==> src/rtl/hazard_ctrl.sv <==
// Pipeline hazard controller for a two-stage RV32 core: load-use stalls,
// control-transfer flushes, memory-wait holds, and cycle/retire counters.
module hazard_ctrl #(
  parameter logic [31:0] NOP = 32'h0000_0013
) (
  input  logic        clk,
  input  logic        rst,
  input  logic [31:0] inst_s1,
  input  logic [31:0] inst_s2,
  input  logic        br_taken,
  input  logic        mem_busy,
  input  logic        cnt_clr,
  output logic        pc_stall,
  output logic        s1_stall,
  output logic        s2_stall,
  output logic        s2_bubble,
  output logic        s1_flush,
  output logic        pc_redirect,
  output logic [31:0] cycle_cnt,
  output logic [31:0] inst_cnt,
  output logic [1:0]  state
);

  typedef enum logic [1:0] {
    RUN     = 2'd0,
    LDSTALL = 2'd1,
    FLUSH   = 2'd2,
    MEMWAIT = 2'd3
  } state_t;

  localparam logic [6:0] OP_R      = 7'b0110011;
  localparam logic [6:0] OP_I      = 7'b0010011;
  localparam logic [6:0] OP_LOAD   = 7'b0000011;
  localparam logic [6:0] OP_STORE  = 7'b0100011;
  localparam logic [6:0] OP_BRANCH = 7'b1100011;
  localparam logic [6:0] OP_JALR   = 7'b1100111;
  localparam logic [6:0] OP_JAL    = 7'b1101111;
  localparam logic [6:0] OP_SYS    = 7'b1110011;

  state_t     cur, nxt;
  logic       s1_valid, s2_valid;
  logic [6:0] op_s1, op_s2;
  logic [4:0] rs1_s1, rs2_s1, rd_s2;
  logic       use_rs1, use_rs2, load_use, redirect, retire;
  logic       unused_bits;

  assign op_s1       = inst_s1[6:0];
  assign rs1_s1      = inst_s1[19:15];
  assign rs2_s1      = inst_s1[24:20];
  assign op_s2       = inst_s2[6:0];
  assign rd_s2       = inst_s2[11:7];
  assign unused_bits = ^{inst_s1[31:25], inst_s1[14:12]};

  always_comb begin
    use_rs1 = 1'b0;
    use_rs2 = 1'b0;
    case (op_s1)
      OP_R, OP_STORE, OP_BRANCH: begin
        use_rs1 = 1'b1;
        use_rs2 = 1'b1;
      end
      OP_I, OP_LOAD, OP_JALR, OP_SYS: use_rs1 = 1'b1;
      default: ;
    endcase
  end

  assign load_use = (op_s2 == OP_LOAD) && (rd_s2 != 5'd0) &&
                    ((use_rs1 && (rs1_s1 == rd_s2)) || (use_rs2 && (rs2_s1 == rd_s2)));
  assign redirect = s2_valid && (br_taken || (op_s2 == OP_JAL) || (op_s2 == OP_JALR));

  // MEMWAIT with mem_busy released is evaluated exactly like RUN.
  always_comb begin
    pc_stall    = 1'b0;
    s1_stall    = 1'b0;
    s2_stall    = 1'b0;
    s2_bubble   = 1'b0;
    s1_flush    = 1'b0;
    pc_redirect = 1'b0;
    nxt         = RUN;
    if (rst) begin
      nxt = RUN;
    end else if (mem_busy) begin
      pc_stall = 1'b1;
      s1_stall = 1'b1;
      s2_stall = 1'b1;
      nxt      = MEMWAIT;
    end else begin
      case (cur)
        RUN, MEMWAIT: begin
          if (redirect) begin
            pc_redirect = 1'b1;
            s1_flush    = 1'b1;
            nxt         = FLUSH;
          end else if (load_use) begin
            pc_stall  = 1'b1;
            s1_stall  = 1'b1;
            s2_bubble = 1'b1;
            nxt       = LDSTALL;
          end
        end
        LDSTALL: begin
          if (redirect) begin
            pc_redirect = 1'b1;
            s1_flush    = 1'b1;
            nxt         = FLUSH;
          end
        end
        default: nxt = RUN;
      endcase
    end
  end

  assign retire = s2_valid && !s2_stall && (inst_s2 != NOP);
  assign state  = cur;

  always_ff @(posedge clk) begin
    if (rst) begin
      cur       <= RUN;
      s1_valid  <= 1'b0;
      s2_valid  <= 1'b0;
      cycle_cnt <= '0;
      inst_cnt  <= '0;
    end else begin
      cur      <= nxt;
      s1_valid <= 1'b1;
      if (!s2_stall)
        s2_valid <= s1_valid && !s1_flush && !s2_bubble;
      if (cnt_clr) begin
        cycle_cnt <= '0;
        inst_cnt  <= '0;
      end else begin
        cycle_cnt <= cycle_cnt + 32'd1;
        if (retire)
          inst_cnt <= inst_cnt + 32'd1;
      end
    end
  end

endmodule

==> config.mk <==
export PLATFORM = sky130hd
export DESIGN_NAME = hazard_ctrl
export DESIGN_NICKNAME = d
export VERILOG_FILES = /design/src/rtl/hazard_ctrl.sv
export SDC_FILE = /design/constraint.sdc
export NUM_CORES = 1
export LEC_CHECK = 0
export BUFFER_PORTS_ARGS = -buffer_cell sky130_fd_sc_hd__buf_2
export CORE_MARGIN = 1.5
export CORE_UTILIZATION = 51
export CTS_BUF_LIST = sky130_fd_sc_hd__clkbuf_4 sky130_fd_sc_hd__clkbuf_8
export DETAILED_ROUTE_END_ITERATION = 12
export GPL_ROUTABILITY_DRIVEN = 0
export PLACE_DENSITY = 0.83
export SLEW_MARGIN = 25
export SYNTH_ARGS = -nofsm -noshare
export SYNTH_HDL_FRONTEND = slang
export SYNTH_SLANG_ARGS = --single-unit
==> constraint.sdc <==
create_clock -name clk -period 2.75 [get_ports clk]
set_clock_uncertainty 0.2 [all_clocks]
set_input_delay 0.275 -clock clk [delete_from_list [all_inputs] [get_ports clk]]
set_output_delay 0.275 -clock clk [all_outputs]
set_load 0.05 [all_outputs]
Yosys cells after proc, flatten, opt, wreduce, memory -nomap -nowiden --
Cells that the tools add are included.
Operators by class: add/sub/neg operators 2, eq/ne operators 15, muxes and demuxes 21, reduce and logical (&&, ||, !) cells 22
Operators with widths (count):
- 32-bit by 1-bit adder with 32-bit output (second input constant) | 2
- 7-bit equality test (second input constant) | 5
- 32-bit by 5-bit inequality test with 1-bit output (second input constant) | 1
- 1-bit 2-to-1 mux | 17
- 7-bit by 2-bit equality test with 1-bit output (second input constant) | 2
- 7-bit by 6-bit equality test with 1-bit output (second input constant) | 2
- 5-bit equality test | 2
- 1-bit logical AND | 9
- 7-bit by 5-bit equality test with 1-bit output (second input constant) | 1
- 7-bit OR reduction | 1
- 2-bit 2-to-1 mux | 3
- 3-bit OR reduction | 2
- 5-bit nonzero test | 1
- 2-bit one-hot mux with 2 select lines | 1
- 2-bit OR reduction | 2
- 1-bit zero test | 3
- 1-bit logical OR | 3
- 2-bit by 1-bit equality test with 1-bit output (second input constant) | 1
- 2-bit equality test (second input constant) | 1
- 2-bit zero test | 1
Storage, ports and cells: register bits 68, bits of input ports 69, logic and storage cells 65

Longest topological paths before layout --
Gate-level depths: netlist (run 1).
depth after elaboration 13, mapped depth 8, gate-level depth less buffers 7

Worst setup path before layout (run 1) --
Ideal clock, no wire load.
path type flip-flop to output port, start point register cur[0] (netlist: state[0]), end point output port s1_flush, data arrival time 3025 ps, data required time 2275 ps, path slack -750 ps, stages on the path, launching flop included 5, cells stage by stage dfxtp_1 > inv_1 > ha_1 > nor4_1 > buf_4
Between the ends: cells in the longest elaborated chain, start to end 5, elaborated cells on any way between the ends 7, those cells by class eq/ne (2); mux (3); reduce/logical (2)
Ends and longest elaborated chain:
- start: declaration | line 40 | state_t cur, nxt;
- start signal: assignment | line 124 | cur <= nxt;
- 2-bit by 1-bit equality test with 1-bit output, or another cell as far along
- 3-bit OR reduction (no source line) *
- 1-bit 2-to-1 mux * (3 in a row)
- end: declaration | line 17 | output logic s1_flush,
Every way passes the cells marked *; elsewhere a longest branch is shown, timed or not.

Final worst setup path (run 1) --
start point register cur[0] (netlist: state[0]), end point output port s1_stall
Between the ends: cells in the longest elaborated chain, start to end 5, elaborated cells on any way between the ends 6, those cells by class eq/ne (1); mux (3); reduce/logical (2)
Ends and longest elaborated chain:
- 2-bit equality test / 2-bit zero test (equally long branches) | line 88 | case (cur)
- 2-bit OR reduction * | line 88
- 1-bit 2-to-1 mux * | line 88
- 1-bit 2-to-1 mux * | line 82 | end else if (mem_busy) begin
- 1-bit 2-to-1 mux * | line 80 | if (rst) begin
- end: declaration | line 14 | output logic s1_stall,
Marks and branches as above.

==> flow_metrics.py, run 1 <==
metrics = {
    "synth": {
        "synth.distinct_cells": 47,
        "synthCells": 435,
        "async_flop_share_pct": 0,
        "synth-seq-cells": 68,
        "netlist.area_leader.share_pct": 37.2,
        "synth_edf_count": 0,
        "yosys_warnings": 0,
        "ys.flop_type": "dfxtp_1",
        "seq_area_frac_synth_pct": 37.2,
        "ys_top_cells_by_area": "dfxtp_1 37%, or4_1 5.5%, o31ai_1 5.1%",
        "avgSynthCellArea_um2": 8.42,
        "yosys.area.top_type": "dfxtp_1",
        "syn-cell-area_um2": 3660,
        "syn_nets": 509,
    },
    "power": {
        "total_power_mw": 2.07,
        "peakVddDrop_uv": 307,
        "powerDensity_nw_per_um2": 452,
        "power.leakage_nw": 1.83,
    },
    "cts": {
        "cts_root_buf": "clkbuf_8",
        "cts_resized": 0,
        "cts.sinks": 68,
        "cts_buffers": 9,
        "cts_tree": "built",
        "postCtsSetupBuffers": 0,
        "htreeDepth": 3,
        "worstSkewPairLatency_ns": 0.34,
        "clockBufferDepth": 2,
        "ctsHoldBuffers": 0,
        "path_clk_slew_ns": 0.07,
    },
    "layout": {
        "seq_area_um2": 1360,
        "diodes": 0,
        "layout-drive-gt1-share_pct": 28.4,
        "nFillCells": 578,
        "nets": 626,
        "layout_common_cells": "125 x buf_2, 68 x dfxtp_1, 38 x nand2_1",
        "mostFrequentLayoutCell": "buf_2",
        "multi_input_area_um2": 2160,
        "final_util_pct": 66.7,
        "area_delta_synth_final_pct": 25.0,
    },
    "route": {
        "drtPass1Iterations": 4,
        "highest-signal-layer": "met4",
        "route.met2.wl_um": 4690,
        "routed_wl_um": 9260,
        "via_per_inst": 5.77,
        "wirelength_met1_um": 4010,
        "first_iter_violations": 169,
        "drc": 0,
        "dr_wl_met3_um": 450,
        "vias": 3770,
        "antenna_left": 0,
        "detail_route.wl_per_cell_um": 14.2,
    },
    "place": {
        "port-buffer-count": 125,
        "dp_hpwl_um": 6640,
        "dp_slack_ns": 0.429,
    },
    "floorplanning": {
        "num_io_pins": 141,
        "start_util_pct": 53.3,
        "fp.coreArea_um2": 6870,
        "die_w_um": 87.8,
        "die_h_um": 87.8,
        "die_area_um2": 7700,
        "rows": 30,
    },
    "setup_path": {
        "slowest_stage": "dfxtp_1",
        "reg2reg_from": "cycle_cnt[6]",
        "r2r_end": "cycle_cnt[22]",
        "start_kind": "register",
        "required_ns": 2.28,
        "crit_path_max_incr_delay_ns": 0.36,
        "path_max_fanout": 3,
        "worstRegToRegCells": 5,
        "worstPathCellList": "inv_1 -> ha_1 -> nand2b_1 -> nor3_1 -> and4b_1 -> o211ai_1 -> nand2_1 -> buf_2",
        "cp.arrival_ns": 2.03,
        "end_kind": "output pin",
        "path_class": "reg -> out",
        "rrSetupSlack_ns": 0.41,
    },
    "sta": {
        "finalSetupViolCount": 0,
        "fmax_mhz": 399,
        "setup_slack_ns": 0.245,
        "slew-limit-headroom_pct": 55.4,
        "rsz0062_at_grt": "false",
        "hold_viol_final": 0,
        "slew_viol_final": 0,
        "tns_ns": 0,
        "min_period_ns": 2.51,
        "period_share_pct": 91.1,
        "max_slew.worst_pin.slew_ns": 0.666,
        "whs_ns": 0.0190,
    },
    "global_routing": {
        "grt_usage_pct": 23.8,
        "antenna_found_initial": 0,
        "grt_max_degree": 65,
        "grt_pass1_wl_um": 14800,
        "global_route.overflow_total": 0,
        "grt_pass1_vias": 3275,
    },
    "run_status": {
        "status": "completed",
    },
    "run": {
        "maxCapViolations": 0,
    },
    "worst_hold_path": {
        "hp-start": "rst",
        "whs_endpoint": "s1_valid",
        "hold_depth": 2,
        "hp-class": "in -> reg",
    },
}
-- routing by layer --
layer	GRT usage (%)	vias to the layer above
met5	0	-
met4	7.07	0
met3	5.84	11
met2	39.1	100
met1	31.0	1793
li1	-	1866
-- registers in the layout, summed over array words and instances (netlist names) --
signal / flops
state: 2
cycle_cnt: 32
inst_cnt: 32
s2_valid: 1
s1_valid: 1
-- logic make-up (layout without fill, tap and decap cells) --
kind of cell,count (synthesis),after routing,share of synthesized area (%)
AND/OR/NAND/NOR,212,212,34.8
AO/OA/AOI/OAI,83,83,14.2
flip-flops,68,68,37.2
buffers and inverters,35,157,4.41
XOR/XNOR,31,31,7.41
adder cells (fa/ha/maj),5,5,1.71
multiplexers,1,1,0.273
-- cells in the mapped netlist (2+ instances only) --
master / count
nand2b_1: 3
buf_2: 3
buf_4: 7
xnor2_1: 18
nor3_1: 7
o41ai_1: 2
xor2_1: 13
nand2_1: 38
nand4b_1: 2
a21oi_1: 36
inv_1: 11
nand4_1: 19
o31ai_1: 25
ha_1: 5
dfxtp_1: 68
nor4_4: 3
and4b_1: 2
nor2_1: 33
and3_1: 8
nand3_1: 20
or4_1: 27
clkbuf_1: 14
and2_1: 7
o21ai_0: 9
or3_1: 10
nor4_1: 14
o21a_1: 2
o211ai_1: 4
and4_1: 6
nor4b_1: 2
-- critical path: cells and delay by family, from the launching register on --
family | cells | cell delay [ns]
AOI/OAI and AO/OA | 1 | 0.14
DFF | 1 | 0.36
buffers and inverters | 2 | 0.36
adders and majority gates | 1 | 0.30
and+or+nand+nor | 4 | 0.53
-- area by class of cell --
class	instances	share of cell area [%]
Inverter	11	0.902
Sequential cell	68	29.7
Tap cell	96	2.62
Timing Repair Buffer	130	14.8
Clock inverter	4	1.58
Clock buffer	12	3.33
Multi-Input combinational cell	332	47.1
-- worst max-delay path by stage --
stage	startpoint	to
2_1_floorplan	state[0]	s1_stall
3_3_place_gp	inst_cnt[3]	inst_cnt[26]
3_5_place_dp	cycle_cnt[6]	cycle_cnt[22]
4_1_cts	state[0]	s1_stall
5_1_grt	state[0]	s1_stall
6_report	state[0]	s1_stall
-- stage by stage --
stage               area, um2  std cells
floorplan                3680        435
global placement         4350        637
detailed placement       4350        637
CTS                      4580        653
global route             4580        653
finish                   4580        653
-- power by group --
part | internal (mW) | total [mW] | leakage [nW] | switching (mW)
combinational | 0.0551 | 0.140 | 1.16 | 0.0853
clock | 0.555 | 0.934 | 0.113 | 0.380
sequential | 0.989 | 0.993 | 0.549 | 0.00428
total | 1.60 | 2.07 | 1.83 | 0.469
Note: power is estimated with default switching activity, not from simulation.
==> run 2: changes to the inputs <==
==> constraint.sdc (replaced) <==
create_clock -name clk -period 2.35 [get_ports clk]
set_clock_uncertainty 0.2 [all_clocks]
set_input_delay 0.235 -clock clk [delete_from_list [all_inputs] [get_ports clk]]
set_output_delay 0.235 -clock clk [all_outputs]
set_load 0.05 [all_outputs]
==> flow_metrics.py, run 2 (same netlist as run 1, synthesis figures left out) <==
metrics = {
    "setup_path": {
        "r2r_end": "inst_cnt[17]",
        "crit_path_start": "state[0]",
        "start_kind": "register",
        "path_max_fanout": 3,
        "slowest_stage": "dfxtp_2",
        "cp.arrival_ns": 1.84,
        "rrSetupSlack_ns": 0.14,
        "path_buf_inv": 2,
        "endpoint": "s1_stall",
        "cpLargestDelayFamily": "simple AND/OR/NAND/NOR gates",
        "path_class": "reg -> out",
        "crit_path_max_incr_delay_ns": 0.35,
        "crit_cells": 8,
        "end_kind": "output pin",
        "reg2reg_from": "inst_cnt[11]",
        "worstRegToRegCells": 7,
        "required_ns": 1.91,
        "worstPathCellList": "inv_2 -> ha_4 -> nand2b_4 -> nor3_2 -> and4b_1 -> o211ai_1 -> nand2_2 -> buf_6",
    },
    "route": {
        "routed_wl_um": 9710,
        "antenna_left": 0,
        "via_per_inst": 5.77,
        "vias": 3846,
        "first_iter_violations": 183,
        "detail_route.wl_per_cell_um": 14.6,
        "drc": 0,
        "drtPass1Iterations": 4,
    },
    "sta": {
        "slew_viol_final": 0,
        "finalSetupViolCount": 0,
        "slew-limit-headroom_pct": 55.1,
        "period_share_pct": 96.7,
        "max_slew.worst_pin.slew_ns": 0.672,
        "rsz0062_at_grt": "true",
        "fmax_mhz": 440,
        "setup_slack_ns": 0.0776,
        "hold_viol_final": 0,
        "min_period_ns": 2.27,
        "whs_ns": 0.0713,
    },
    "worst_hold_path": {
        "hp-class": "in -> reg",
        "hp-start": "mem_busy",
    },
    "cts": {
        "cts_tree": "built",
        "cts_root_buf": "clkbuf_8",
        "htreeDepth": 3,
        "clockBufferDepth": 2,
        "cts.sinks": 68,
        "worstSkewPairLatency_ns": 0.34,
        "path_clk_slew_ns": 0.07,
        "cts_buffers": 9,
    },
    "run": {
        "maxCapViolations": 0,
    },
    "global_routing": {
        "grt_pass1_vias": 3379,
        "grt_max_degree": 65,
        "grt_usage_pct": 24.5,
        "global_route.overflow_total": 0,
        "grt_pass1_wl_um": 15300,
        "antenna_found_initial": 0,
    },
    "power": {
        "total_power_mw": 2.31,
        "peakVddDrop_uv": 375,
        "power.leakage_nw": 1.89,
        "powerDensity_nw_per_um2": 491,
    },
    "layout": {
        "layout-drive-gt1-share_pct": 31.7,
        "nets": 640,
        "nFillCells": 602,
        "multi_input_area_um2": 2190,
        "seq_area_um2": 1370,
        "mostFrequentLayoutCell": "buf_2",
        "layout_common_cells": "122 x buf_2, 63 x dfxtp_1, 37 x nand2_1",
        "area_delta_synth_final_pct": 28.7,
        "diodes": 0,
        "final_cells": 667,
    },
    "place": {
        "post-place-cells": 643,
        "dp_slack_ns": 0.180,
        "port-buffer-count": 125,
        "dp_hpwl_um": 6690,
    },
    "floorplanning": {
        "rows": 30,
        "start_util_pct": 53.3,
        "die_area_um2": 7700,
        "num_io_pins": 141,
        "fp.coreArea_um2": 6870,
        "die_w_um": 87.8,
        "die_h_um": 87.8,
    },
    "run_status": {
        "status": "completed",
    },
}
-- run 2: cell count changes in the layout (fill, tap and decap cells not counted), moves of 2 or more --
cell	previous run	this run
buf_2	125	122
dlygate4sd3_1	0	2
buf_6	0	3
dfxtp_2	0	5
dfxtp_1	68	63
buf_4	4	16
clkinv_4	0	2
-- run 2: final cells by class --
type                            count  share of cell area, %
Timing Repair Buffer              144                   17.1
Tap cell                           96                   2.55
Inverter                           11                  0.876
Clock inverter                      6                   1.38
Clock buffer                       10                   2.79
Sequential cell                    68                   29.0
Multi-Input combinational cell    332                   46.4
-- run 2: how the worst min path moves through the flow --
stage	endpoint	slack [ns]	depth (start not counted)
after floorplan	state[1]	0.16	2
after global placement	cycle_cnt[0]	0.23	1
after detailed placement	inst_cnt[31]	0.27	2
after CTS	state[1]	0.05	3
after global routing	state[1]	0.06	3
final	state[1]	0.07	3
-- run 2: where the power goes --
part / switching (mW) / total [mW] / leakage, nW / internal (mW)
clock network: 0.466 / 0.968 / 0.0996 / 0.502
registers: 0.00572 / 1.16 / 0.551 / 1.16
logic: 0.105 / 0.182 / 1.24 / 0.0762
total: 0.577 / 2.31 / 1.89 / 1.74
-- run 2: per-layer routing --
metal / routed length (um) / part of all wire [%] / up-vias / track usage [%]
met5: 0 / 0 / - / 0
met4: 76 / 0.78 / 0 / 6.20
met3: 530 / 5.5 / 8 / 6.03
met2: 4950 / 51 / 114 / 40.8
met1: 4150 / 43 / 1829 / 31.8
li1: - / - / 1895 / -
-- run 2: stage by stage --
step	util [%]	area, um2	setup TNS [ns]
floorplan	-	3690	0
global placement	64.2	4410	0
detailed placement	64.2	4410	0
CTS	68.1	4680	0
global route	68.7	4720	-0.109
finish	68.7	4720	0
-- run 2: repair_timing --
item	in CTS	in global routing
hold buffers	2	0
pin swaps	4	4
setup endpoints to repair	3	6
gates resized for setup	9	1
endpoints found under the hold margin	3	0
buffers inserted	2	4
-- run 2: worst register-to-register path: stages, from the launching register on --
cell and delay [ns]:
dfxtp_1 0.41, nand4_1 0.26, buf_4 0.23, nor3_2 0.09, buf_4 0.20, nand2_1 0.09
or4_1 0.46, a21oi_1 0.21
==> run 3: changes to the inputs <==
--- a/config.mk
+++ b/config.mk
@@ -7,11 +7,11 @@
 export LEC_CHECK = 0
 export BUFFER_PORTS_ARGS = -buffer_cell sky130_fd_sc_hd__buf_2
 export CORE_MARGIN = 1.5
-export CORE_UTILIZATION = 51
+export CORE_UTILIZATION = 55
 export CTS_BUF_LIST = sky130_fd_sc_hd__clkbuf_4 sky130_fd_sc_hd__clkbuf_8
 export DETAILED_ROUTE_END_ITERATION = 12
 export GPL_ROUTABILITY_DRIVEN = 0
-export PLACE_DENSITY = 0.83
+export PLACE_DENSITY = 0.88
 export SLEW_MARGIN = 25
 export SYNTH_ARGS = -nofsm -noshare
 export SYNTH_HDL_FRONTEND = slang
==> constraint.sdc (replaced) <==
create_clock -name clk -period 2.7 [get_ports clk]
set_clock_uncertainty 0.2 [all_clocks]
set_input_delay 0.27 -clock clk [delete_from_list [all_inputs] [get_ports clk]]
set_output_delay 0.27 -clock clk [all_outputs]
set_load 0.05 [all_outputs]
==> flow_metrics.py, run 3 (same netlist as run 1, synthesis figures left out) <==
metrics = {
    "floorplanning": {
        "num_io_pins": 141,
        "rows": 29,
        "start_util_pct": 57.4,
        "die_w_um": 84.6,
        "die_h_um": 84.6,
        "die_area_um2": 7160,
        "fp.coreArea_um2": 6390,
    },
    "setup_path": {
        "path_max_fanout": 3,
        "crit_path_max_incr_delay_ns": 0.36,
        "start_kind": "register",
        "required_ns": 2.23,
        "worstPathCellList": "inv_1 -> ha_1 -> nand2b_1 -> nor3_1 -> and4b_1 -> o211ai_1 -> nand2_1 -> buf_2",
        "end_kind": "output pin",
        "path_class": "reg -> out",
        "slowest_stage": "dfxtp_1",
        "cp.arrival_ns": 2.02,
    },
    "global_routing": {
        "grt_pass1_wl_um": 15300,
        "grt_max_degree": 65,
        "antenna_found_initial": 0,
        "global_route.overflow_total": 0,
        "grt_pass1_vias": 3454,
        "grt_usage_pct": 25.8,
    },
    "cts": {
        "path_clk_slew_ns": 0.08,
        "cts.sinks": 68,
        "htreeDepth": 3,
        "postCtsSetupBuffers": 0,
        "cts_buffers": 9,
        "clockBufferDepth": 2,
        "cts_tree": "built",
        "ctsHoldBuffers": 0,
        "worstSkewPairLatency_ns": 0.34,
        "cts_root_buf": "clkbuf_8",
        "cts_resized": 0,
    },
    "power": {
        "p_comb_share_pct": 6.4,
        "power.share.clock_pct": 48.2,
        "power.leakage_nw": 1.84,
        "internal_power_mw": 1.73,
        "peakVddDrop_uv": 435,
        "powerDensity_nw_per_um2": 485,
        "p_seq_share_pct": 45.4,
        "netSwitchingFraction_pct": 22.4,
        "p_switching_mw": 0.498,
    },
    "route": {
        "routed_wl_um": 9490,
        "drc": 0,
        "vias": 3826,
        "detail_route.wl_per_cell_um": 14.9,
        "antenna_left": 0,
        "drtPass1Iterations": 5,
        "via_per_inst": 6.03,
        "first_iter_violations": 223,
    },
    "run_status": {
        "status": "completed",
    },
    "run": {
        "maxCapViolations": 0,
    },
    "sta": {
        "rsz0062_at_grt": "false",
        "hold_viol_final": 0,
        "finalSetupViolCount": 0,
        "max_slew.worst_pin.slew_ns": 0.658,
        "tns_ns": 0,
        "fmax_mhz": 402,
        "slew-limit-headroom_pct": 56.1,
        "min_period_ns": 2.49,
        "period_share_pct": 92.2,
        "slew_viol_final": 0,
    },
    "layout": {
        "diodes": 0,
        "nets": 627,
        "nFillCells": 485,
        "layout-drive-gt1-share_pct": 28.5,
        "mostFrequentLayoutCell": "buf_2",
        "area_delta_synth_final_pct": 25.4,
        "layout_common_cells": "125 x buf_2, 68 x dfxtp_1, 38 x nand2_1",
        "final_cells": 635,
    },
    "place": {
        "post-place-cells": 619,
        "port-buffer-count": 125,
        "dp_hpwl_um": 6750,
    },
    "worst_hold_path": {
        "hp-class": "in -> reg",
    },
}
-- run 3: path summary, 6_finish.rpt --
path / start / to / slack [ns] / depth (start not counted)
hold / removal: cnt_clr / cycle_cnt[31] / 0.02 / 3
setup reg to reg: cycle_cnt[0] / cycle_cnt[22] / 0.38 / 6
hold reg to reg: inst_cnt[31] / inst_cnt[31] / 0.28 / 2
setup / recovery: state[0] / s1_stall / 0.21 / 8
-- run 3: layer usage --
layer	up-vias	share of wire [%]	wire, um	global-route usage, %
met5	-	0	0	0
li1	1876	-	-	-
met2	137	49	4640	42.3
met1	1789	43	4100	33.1
met4	0	2.5	240	10.6
met3	24	5.4	509	5.51
-- run 3: layout make-up --
class	instances	area, um2	share of cell area [%]
Clock inverter	5	106	2.31
Inverter	11	41.3	0.898
Clock buffer	11	151	3.29
Sequential cell	68	1360	29.6
Multi-Input combinational cell	332	2160	46.9
Tap cell	77	96.3	2.10
Timing Repair Buffer	131	683	14.9
-- run 3: critical path, delay by kind of cell, from the launching register on --
kind,cells,cell delay [ns]
and+or+nand+nor,4,0.54
AOI/OAI and AO/OA,1,0.15
buffers and inverters,2,0.35
DFF,1,0.36
adders and majority gates,1,0.29
-- run 3: power groups by stage --
| stage | Clock [mW] | Combinational, mW | Sequential (mW) |
|---|---|---|---|
| after floorplan | 0 | 0.0680 | 1.05 |
| after global placement | 0 | 0.139 | 1.03 |
| after detailed placement | 0 | 0.144 | 1.04 |
| after CTS | 1.09 | 0.144 | 1.01 |
| after global routing | 1.14 | 0.157 | 1.01 |
| final | 1.07 | 0.144 | 1.01 |
-- run 3: through the flow --
| stage | hold WS (ns) | setup WS [ns] | total power, mW | utilization (%) | instance area, um2 |
|---|---|---|---|---|---|
| finish | 0.0154 | 0.210 | 2.23 | 72.0 | 4600 |
| global route | 0.00382 | 0.0554 | 2.31 | 72.0 | 4600 |
| CTS | 0.00390 | 0.193 | 2.25 | 72.0 | 4600 |
| detailed placement | 0.270 | 0.378 | 1.18 | 67.9 | 4340 |
| global placement | 0.232 | 0.466 | 1.17 | 67.9 | 4340 |
| floorplan | 0.191 | 0.0256 | 1.11 | - | 3680 |
